File: src/rtl/binary_mul_acc_9_uni_if.sv
// Bus between the 9x9 multiplier product stream and the dot-product
// accumulator: input product handshake, clear strobe and result handshake.
//
// Handshake rule for both channels: a word moves on a rising clk edge when
// valid && ready are both high in that cycle. Once valid is raised, the
// source holds valid and its data steady until ready is seen. Ready may
// depend combinationally on the sink's state and inputs.
interface binary_mul_acc_9_uni_if #(
  parameter int PW    = 18,
  parameter int ACC_W = 21
);
  logic             clr;
  logic             in_valid;
  logic             in_ready;
  logic [PW-1:0]    in_data;
  logic             out_valid;
  logic             out_ready;
  logic [ACC_W-1:0] out_sum;
  logic             out_ovf;
  logic [7:0]       frame_cnt;

  // Producer/consumer side: drives products, clr and out_ready.
  modport master (
    output clr, in_valid, in_data, out_ready,
    input  in_ready, out_valid, out_sum, out_ovf, frame_cnt
  );

  // Accumulator side.
  modport slave (
    input  clr, in_valid, in_data, out_ready,
    output in_ready, out_valid, out_sum, out_ovf, frame_cnt
  );
endinterface

File: src/rtl/binary_mul_acc_9_uni.sv
// Dot-product accumulator for the registered 18-bit unsigned products of the
// 9x9 array multiplier. Sums LEN consecutive products per frame and presents
// each finished sum on a valid/ready output register.
// Optional saturation on overflow: define BINARY_MUL_ACC_SAT_EN. Without it,
// the sum wraps modulo 2^ACC_W and out_ovf flags the lost carry.
module binary_mul_acc_9_uni #(
  parameter int PW    = 18,
  parameter int LEN   = 8,
  parameter int ACC_W = 21
) (
  input  logic                   clk,
  input  logic                   rst,
  binary_mul_acc_9_uni_if.slave  bus
);

  localparam int CW  = (LEN > 1) ? $clog2(LEN) : 1;
  localparam int EXT = ACC_W + 1 - PW;
  localparam logic [CW-1:0] LAST = CW'(LEN - 1);

  logic [ACC_W-1:0] acc;
  logic [CW-1:0]    cnt;
  logic             ovf_acc;

  logic             out_valid_q;
  logic [ACC_W-1:0] out_sum_q;
  logic             out_ovf_q;
  logic [7:0]       frame_cnt_q;

  logic             in_ready_w;
  logic             accept;
  logic             at_last;
  logic             frame_end;
  logic [ACC_W:0]   data_ext;
  logic [ACC_W:0]   sum_ext;
  logic             ovf_next;
  logic [ACC_W-1:0] acc_next;

  // Stall only on the frame-final element while the result register is
  // full and not draining; clr blocks input for its cycle.
  assign at_last    = (cnt == LAST);
  assign in_ready_w = !bus.clr && !(at_last && out_valid_q && !bus.out_ready);
  assign accept     = bus.in_valid && in_ready_w;
  assign frame_end  = accept && at_last;
  assign data_ext   = {{EXT{1'b0}}, bus.in_data};

  // Next accumulator value: first element of a frame reloads, later elements
  // add with one extra bit so the carry-out is visible.
  always_comb begin
    sum_ext  = (cnt == '0) ? data_ext : ({1'b0, acc} + data_ext);
    ovf_next = (cnt == '0) ? 1'b0 : (ovf_acc | sum_ext[ACC_W]);
`ifdef BINARY_MUL_ACC_SAT_EN
    acc_next = ovf_next ? {ACC_W{1'b1}} : sum_ext[ACC_W-1:0];
`else
    acc_next = sum_ext[ACC_W-1:0];
`endif
  end

  // Frame accumulation state: clr wins over accept, rst wins over both.
  always_ff @(posedge clk) begin
    if (rst) begin
      acc     <= '0;
      cnt     <= '0;
      ovf_acc <= 1'b0;
    end else if (bus.clr) begin
      cnt     <= '0;
      ovf_acc <= 1'b0;
    end else if (accept) begin
      acc     <= acc_next;
      ovf_acc <= ovf_next;
      cnt     <= at_last ? '0 : cnt + CW'(1);
    end
  end

  // Result register: a new frame end overrides a same-cycle drain.
  always_ff @(posedge clk) begin
    if (rst) begin
      out_valid_q <= 1'b0;
      out_sum_q   <= '0;
      out_ovf_q   <= 1'b0;
      frame_cnt_q <= '0;
    end else if (frame_end) begin
      out_valid_q <= 1'b1;
      out_sum_q   <= acc_next;
      out_ovf_q   <= ovf_next;
      frame_cnt_q <= frame_cnt_q + 8'd1;
    end else if (out_valid_q && bus.out_ready) begin
      out_valid_q <= 1'b0;
    end
  end

  assign bus.in_ready  = in_ready_w;
  assign bus.out_valid = out_valid_q;
  assign bus.out_sum   = out_sum_q;
  assign bus.out_ovf   = out_ovf_q;
  assign bus.frame_cnt = frame_cnt_q;

endmodule

File: src/flat_wrapper.sv
// flat-port wrapper written by rule: the top's interface ports become plain ports
module binary_mul_acc_9_uni_flat 
#(
  parameter int PW    = 18,
  parameter int LEN   = 8,
  parameter int ACC_W = 21
)
  (clk, rst, bus_clr, bus_in_valid, bus_in_data, bus_out_ready, bus_in_ready, bus_out_valid, bus_out_sum, bus_out_ovf, bus_frame_cnt);
  binary_mul_acc_9_uni_if #(.PW(PW), .ACC_W(ACC_W)) bus_i ();
  input  logic clk;
  input  logic rst;
  input wire logic [$bits(bus_i.clr)-1:0] bus_clr;
  input wire logic [$bits(bus_i.in_valid)-1:0] bus_in_valid;
  input wire logic [$bits(bus_i.in_data)-1:0] bus_in_data;
  input wire logic [$bits(bus_i.out_ready)-1:0] bus_out_ready;
  output wire logic [$bits(bus_i.in_ready)-1:0] bus_in_ready;
  output wire logic [$bits(bus_i.out_valid)-1:0] bus_out_valid;
  output wire logic [$bits(bus_i.out_sum)-1:0] bus_out_sum;
  output wire logic [$bits(bus_i.out_ovf)-1:0] bus_out_ovf;
  output wire logic [$bits(bus_i.frame_cnt)-1:0] bus_frame_cnt;
  assign bus_i.clr = bus_clr;
  assign bus_i.in_valid = bus_in_valid;
  assign bus_i.in_data = bus_in_data;
  assign bus_i.out_ready = bus_out_ready;
  assign bus_in_ready = bus_i.in_ready;
  assign bus_out_valid = bus_i.out_valid;
  assign bus_out_sum = bus_i.out_sum;
  assign bus_out_ovf = bus_i.out_ovf;
  assign bus_frame_cnt = bus_i.frame_cnt;
  binary_mul_acc_9_uni #(.PW(PW), .LEN(LEN), .ACC_W(ACC_W)) u_core (.clk(clk), .rst(rst), .bus(bus_i));
endmodule
File: config.mk
export PLATFORM = sky130hd
export DESIGN_NAME = binary_mul_acc_9_uni_flat
export DESIGN_NICKNAME = d
export VERILOG_FILES = /design/src/rtl/binary_mul_acc_9_uni_if.sv /design/src/rtl/binary_mul_acc_9_uni.sv /design/src/flat_wrapper.sv
export SDC_FILE = /design/constraint.sdc
export NUM_CORES = 1
export LEC_CHECK = 0
export ABC_AREA = 1
export CORE_ASPECT_RATIO = 0.5
export CORE_MARGIN = 2
export CORE_UTILIZATION = 59
export DETAILED_ROUTE_END_ITERATION = 8
export PLACE_DENSITY_LB_ADDON = 0.12
export SYNTH_ARGS = -nofsm -noshare
export SYNTH_HDL_FRONTEND = slang
export SYNTH_SLANG_ARGS = --single-unit
File: constraint.sdc
create_clock -name clk -period 3.5 [get_ports clk]
set_clock_uncertainty 0.15 [all_clocks]
set_input_delay 0.7 -clock clk [delete_from_list [all_inputs] [get_ports clk]]
set_output_delay 0.7 -clock clk [all_outputs]
set_load 0.005 [all_outputs]
Yosys cells after proc, flatten, opt, wreduce, memory -nomap -nowiden
Index checks and enable logic that the tools add are counted.
Operators by class
  add/subtract/negate cells: 3
  eq/ne operators: 1
  muxes and demuxes: 5
  bitwise logic cells: 2
  reduce and logical (&&, ||, !) cells: 13
Operators by type and width (number)
  21-bit by 18-bit adder with 22-bit output: 1
  22-bit two-way mux: 1
  8-bit by 1-bit adder with 8-bit output, second input constant: 1
  1-bit logical AND: 6
  3-bit by 1-bit adder with 3-bit output, second input constant: 1
  3-bit equality test, second input constant: 1
  1-bit logical NOT: 3
  3-bit logical NOT: 1
  1-bit two-way mux: 3
  3-bit two-way mux: 1
  2-bit AND reduction: 1
  2-bit nonzero test: 1
  2-bit OR reduction: 1
  1-bit inverter: 1
  1-bit bitwise OR: 1
Storage, ports and cells
  register bits: 56
  bits of input ports: 23
  output and inout bits: 32

Depth between registers and ports, before layout
  depth after elaboration: 8
  gate-level depth with buffers: 14
  mapped depth without buffers: 14

Worst setup path after synthesis
Ideal clock, no wire load.
  path kind: input port to flip-flop
  from: in bus_in_data[0]
  to: reg u_core.acc[16]
  setup time: 109 ps
  data arrival time: 2122 ps
  slack: 1119 ps
  cell stages on the path: 12
  buffers on the path: 0
  cells stage by stage: ha_1 > fa_1 > nand3_1 > nand3_1 > nand2_1 > nand3_1 > nand2_1 > nand3b_1 > nand3_1 > nand3_1 > nand2_1 > inv_1
Between the ends
  word-level cells in the longest chain between the ends: 2
Ends and longest elaborated chain
  start, declared: line flat_wrapper.sv:14  | input wire logic [$bits(bus_i.in_data)-1:0] bus_in_data;
  21-bit by 18-bit adder with 22-bit output: line binary_mul_acc_9_uni.sv:49  | sum_ext = (cnt == '0) ? data_ext : ({1'b0, acc} + data_ext);
  22-bit two-way mux: line binary_mul_acc_9_uni.sv:49
  end signal, assigned: line binary_mul_acc_9_uni.sv:68  | acc <= acc_next;
  end, declared: line binary_mul_acc_9_uni.sv:20  | logic [ACC_W-1:0] acc;
Every way passes these cells.
A chain may end at the register's enable or synchronous reset.

Final worst setup path
  from: in bus_in_data[0]
  to: reg u_core.out_sum_q[16] (netlist: u_core.bus.out_sum[16])
Between the ends
  word-level cells in the longest chain between the ends: 2
Ends and longest elaborated chain
  21-bit by 18-bit adder with 22-bit output: line binary_mul_acc_9_uni.sv:49
  22-bit two-way mux: line binary_mul_acc_9_uni.sv:49
  end signal, assigned: line binary_mul_acc_9_uni.sv:83  | out_sum_q <= acc_next;
  end, declared: line binary_mul_acc_9_uni.sv:25  | logic [ACC_W-1:0] out_sum_q;
Every way passes these cells.

==> impl_metrics.xml <==
<?xml version="1.0" encoding="UTF-8"?>
<metrics>
  <group name="status">
    <metric name="outcome" unit="">finished, final reports clean</metric>
  </group>
  <group name="pwr">
    <metric name="comb_power_share" unit="%">21.4</metric>
    <metric name="static_leakage" unit="µW">0.00214</metric>
    <metric name="power.sequential.fraction" unit="%">44.7</metric>
    <metric name="powerDensity" unit="nW/µm²">339</metric>
    <metric name="report.power.total" unit="µW">1490</metric>
    <metric name="power.switching_fraction" unit="%">30.1</metric>
    <metric name="ir_drop" unit="V">0.000187</metric>
    <metric name="sw_power" unit="µW">449</metric>
    <metric name="internal-power" unit="µW">1040</metric>
    <metric name="power.share.clock" unit="%">33.9</metric>
  </group>
  <group name="cts">
    <metric name="cts.root.buffer_cell" unit="">sky130_fd_sc_hd__clkbuf_16</metric>
    <metric name="clock_sink_count" unit="">56</metric>
    <metric name="cts_htree_levels" unit="">2</metric>
    <metric name="post_cts.repair.setup_buffers" unit="">0</metric>
    <metric name="post_cts_resize_count" unit="">0</metric>
    <metric name="clock_insertion_delay_at_the_later_pin_of_the_skew_report" unit="ns">0.30</metric>
    <metric name="clkSlewWorstSetupHoldPaths" unit="ns">0.07</metric>
    <metric name="clock_tree_from_tritoncts" unit="">built</metric>
    <metric name="clockBufferDepth" unit="">2</metric>
    <metric name="ctsHoldBuffers" unit="">0</metric>
    <metric name="cts_made_buffers" unit="">5</metric>
  </group>
  <group name="flow_run">
    <metric name="timing.max_cap.violations" unit="">0</metric>
  </group>
  <group name="drt">
    <metric name="final_antenna_net_count" unit="">0</metric>
    <metric name="routed_wire_length_per_instance" unit="µm">13.4</metric>
    <metric name="vias" unit="">3749</metric>
    <metric name="routed_wl" unit="µm">9330</metric>
    <metric name="initialDrtViolationCount" unit="">221</metric>
    <metric name="drcViolationCount" unit="">0</metric>
    <metric name="detailedRoute.firstPassIterationCount" unit="">5</metric>
    <metric name="avgViaCountPerCell" unit="">5.40</metric>
  </group>
  <group name="die">
    <metric name="fp.dieW" unit="µm">116</metric>
    <metric name="floorplan.die_area" unit="µm²">6920</metric>
    <metric name="fp-row-count" unit="">20</metric>
    <metric name="boundaryPins" unit="">55</metric>
    <metric name="initial_utilization" unit="%">60.8</metric>
    <metric name="die_height" unit="µm">59.8</metric>
    <metric name="core_area" unit="µm²">6060</metric>
  </group>
  <group name="placed_design">
    <metric name="hpwlAfterDp" unit="µm">6890</metric>
    <metric name="routabilityCongestion" unit="">0.954</metric>
    <metric name="place.detailed.instances" unit="">686</metric>
    <metric name="port_buffers" unit="">54</metric>
  </group>
  <group name="synthesis">
    <metric name="synth_flop_cell" unit="">sky130_fd_sc_hd__dfxtp_1</metric>
    <metric name="syn-num-nets" unit="">604</metric>
    <metric name="synthesis.area_per_instance" unit="µm²">6.59</metric>
    <metric name="async_reset_ff_share" unit="%">0</metric>
    <metric name="synth_cell_types" unit="">34</metric>
    <metric name="edff_count_synth" unit="">0</metric>
    <metric name="synthesis.area" unit="µm²">3680</metric>
    <metric name="post_synth_inst_count" unit="">558</metric>
    <metric name="yosys_register_bits" unit="">56</metric>
    <metric name="synth_sequential_area_ratio" unit="%">30.5</metric>
    <metric name="synthesis.yosys.warnings" unit="">0</metric>
  </group>
  <group name="global_route">
    <metric name="grt_first_pass_wirelength" unit="µm">15300</metric>
    <metric name="grt_max_degree" unit="">43</metric>
    <metric name="grt_antenna_before_repair" unit="">0</metric>
    <metric name="gr-usage-all-layers" unit="%">28.2</metric>
    <metric name="gr-total-overflow" unit="">0</metric>
    <metric name="via_count_of_the_first_global_routing_pass" unit="">3306</metric>
  </group>
  <group name="final_layout">
    <metric name="final_core_util" unit="%">72.6</metric>
    <metric name="finish.cell_count_without_fillers" unit="">694</metric>
    <metric name="final-seq-area" unit="µm²">1120</metric>
    <metric name="layout-drive-gt1-share" unit="%">2.81</metric>
    <metric name="area_added_between_synthesis_and_finish" unit="%">19.6</metric>
    <metric name="fin_nets" unit="">651</metric>
    <metric name="layout_common_cells" unit="">sky130_fd_sc_hd__nand2_1, sky130_fd_sc_hd__inv_1, sky130_fd_sc_hd__dfxtp_1</metric>
    <metric name="total_area_of_multi_input_combinational_cells" unit="µm²">2180</metric>
    <metric name="diodes" unit="">0</metric>
    <metric name="n_fill_cell" unit="">531</metric>
    <metric name="most_common_cell_after_layout_fill_and_taps_aside" unit="">sky130_fd_sc_hd__nand2_1</metric>
  </group>
  <group name="sta">
    <metric name="rsz0062_at_grt" unit="">false</metric>
    <metric name="slew_viol_final" unit="">0</metric>
    <metric name="worst_slew_pin_slew" unit="ns">0.753</metric>
    <metric name="part_of_the_cycle_the_worst_path_needs" unit="%">81.7</metric>
    <metric name="timing.final.setup_violations" unit="">0</metric>
    <metric name="finalSetupTns" unit="ns">0</metric>
    <metric name="relSlewSlack" unit="%">49.7</metric>
    <metric name="final-hold-violation-count" unit="">0</metric>
    <metric name="final_period_minus_worst_setup_slack" unit="ns">2.86</metric>
    <metric name="highest_clock_rate" unit="MHz">350</metric>
  </group>
  <group name="worst_setup_path">
    <metric name="r2r_setup_slack" unit="ns">0.99</metric>
    <metric name="worst-path-buf-inv" unit="">2</metric>
    <metric name="critical-path-top-delay-family" unit="">simple AND/OR/NAND/NOR gates</metric>
    <metric name="worst-endpoint-arrival" unit="ns">2.91</metric>
    <metric name="critical-path-top-cell-by-count" unit="">sky130_fd_sc_hd__nand3_1</metric>
    <metric name="worstPathCellList" unit="">clkdlybuf4s50_1 -&gt; ha_1 -&gt; fa_1 -&gt; nand3_1 -&gt; nand3_1 -&gt; nand2_1 -&gt; nand3_1 -&gt; nand2_1 -&gt; nand3b_1 -&gt; nand3_1 -&gt; nand3_1 -&gt; nand2_1 -&gt; inv_1</metric>
    <metric name="worst_setup_path_end_kind" unit="">flop</metric>
    <metric name="largest_stage_delay_on_the_critical_path" unit="ns">0.43</metric>
    <metric name="r2r_cells" unit="">9</metric>
    <metric name="cp_num_cells" unit="">13</metric>
    <metric name="worstSetupStartpointType" unit="">input pin</metric>
    <metric name="criticalPathCategory" unit="">input pin to flop</metric>
    <metric name="cp_data_required_time" unit="ns">3.55</metric>
    <metric name="crit_fanout" unit="">4</metric>
    <metric name="critical-path-slowest-cell" unit="">sky130_fd_sc_hd__clkdlybuf4s50_1</metric>
  </group>
  <group name="worst_hold_path">
    <metric name="worst_hold_path.num_cells" unit="">2</metric>
    <metric name="holdCritPathClass" unit="">flop to flop</metric>
  </group>
</metrics>
cells in the mapped netlist (all sizes together) (7+ instances only):
cell type,number,share of area (%)
a21oi,39,5.3
buf,11,2.2
clkbuf,7,0.71
dfxtp,56,30
ha,22,7.5
inv,72,7.4
nand2,156,16
nand3,50,6.8
nand4,10,1.7
nor2,30,3.1
nor3,7,1.1
o21a,20,4.1
o21ai,40,5.4
o21bai,13,2.7
flip-flops by register name, indices dropped and copies added, names as in the netlist:
| name | count |
|---|---|
| u_core.ovf_acc | 1 |
| u_core.bus.frame_cnt | 8 |
| u_core.bus.out_valid | 1 |
| u_core.acc | 21 |
| u_core.bus.out_sum | 21 |
| u_core.cnt | 3 |
| u_core.bus.out_ovf | 1 |
routing by layer:
metal  vias up  track usage [%]  share of wire [%]
met5         -                0                  0
met4         0             6.46               0.99
met3        11             5.88                6.5
met2       114             44.4                 42
met1      1698             40.1                 51
li1       1926                -                  -
power by group through the flow:
stage / logic (µW) / registers [µW] / clock network, µW
finish: 319 / 667 / 505
global route: 358 / 668 / 535
CTS: 314 / 666 / 514
detailed placement: 310 / 681 / 0
global placement: 307 / 680 / 0
floorplan: 223 / 678 / 0
path summary, 6_finish.rpt:
kind,endpoint,start
max reg2reg,u_core.bus.out_sum[5],u_core.cnt[0]
max,u_core.bus.out_sum[16],bus_in_data[0]
min reg2reg,u_core.cnt[1],u_core.cnt[1]
min,u_core.cnt[1],u_core.cnt[1]
metrics by stage:
| step | hold slack, ns | area, µm² | setup slack [ns] |
|---|---|---|---|
| finish | 0.339 | 4400 | 0.640 |
| detailed placement | 0.318 | 4250 | 0.367 |
| global placement | 0.311 | 4250 | 0.423 |
| floorplan | 0.295 | 3680 | 1.12 |
| CTS | 0.339 | 4400 | 0.657 |
| global route | 0.363 | 4400 | 0.425 |
worst reg2reg max path: cells and delay by family, from the launching register on:
kind / cells / cell delay, ns
buffers and inverters: 2 / 0.44
adders and majority gates: 2 / 0.46
and+or+nand+nor: 2 / 0.52
DFF: 1 / 0.33
AOI/OAI and AO/OA: 3 / 0.57
kinds of logic (layout without fill, tap and decap cells):
kind of cell	after synthesis	count (layout)	share of synthesized area [%]
DFF	56	56	30.5
xor gates and xnor gates	5	5	1.19
AOI/OAI and AO/OA	119	119	19.0
adders and majority gates	23	23	8.02
buffers and inverters	91	139	10.4
and+or+nand+nor	264	264	30.9
area by class of cell:
class | instances | share of cell area, %
clock inverter | 2 | 0.370
sequential | 56 | 25.5
clock buffer | 6 | 2.93
multi-input combinational | 411 | 49.5
inverter | 73 | 6.29
tap | 88 | 2.50
timing repair buffer | 58 | 13.0
Power figures use the tool's default switching activity.
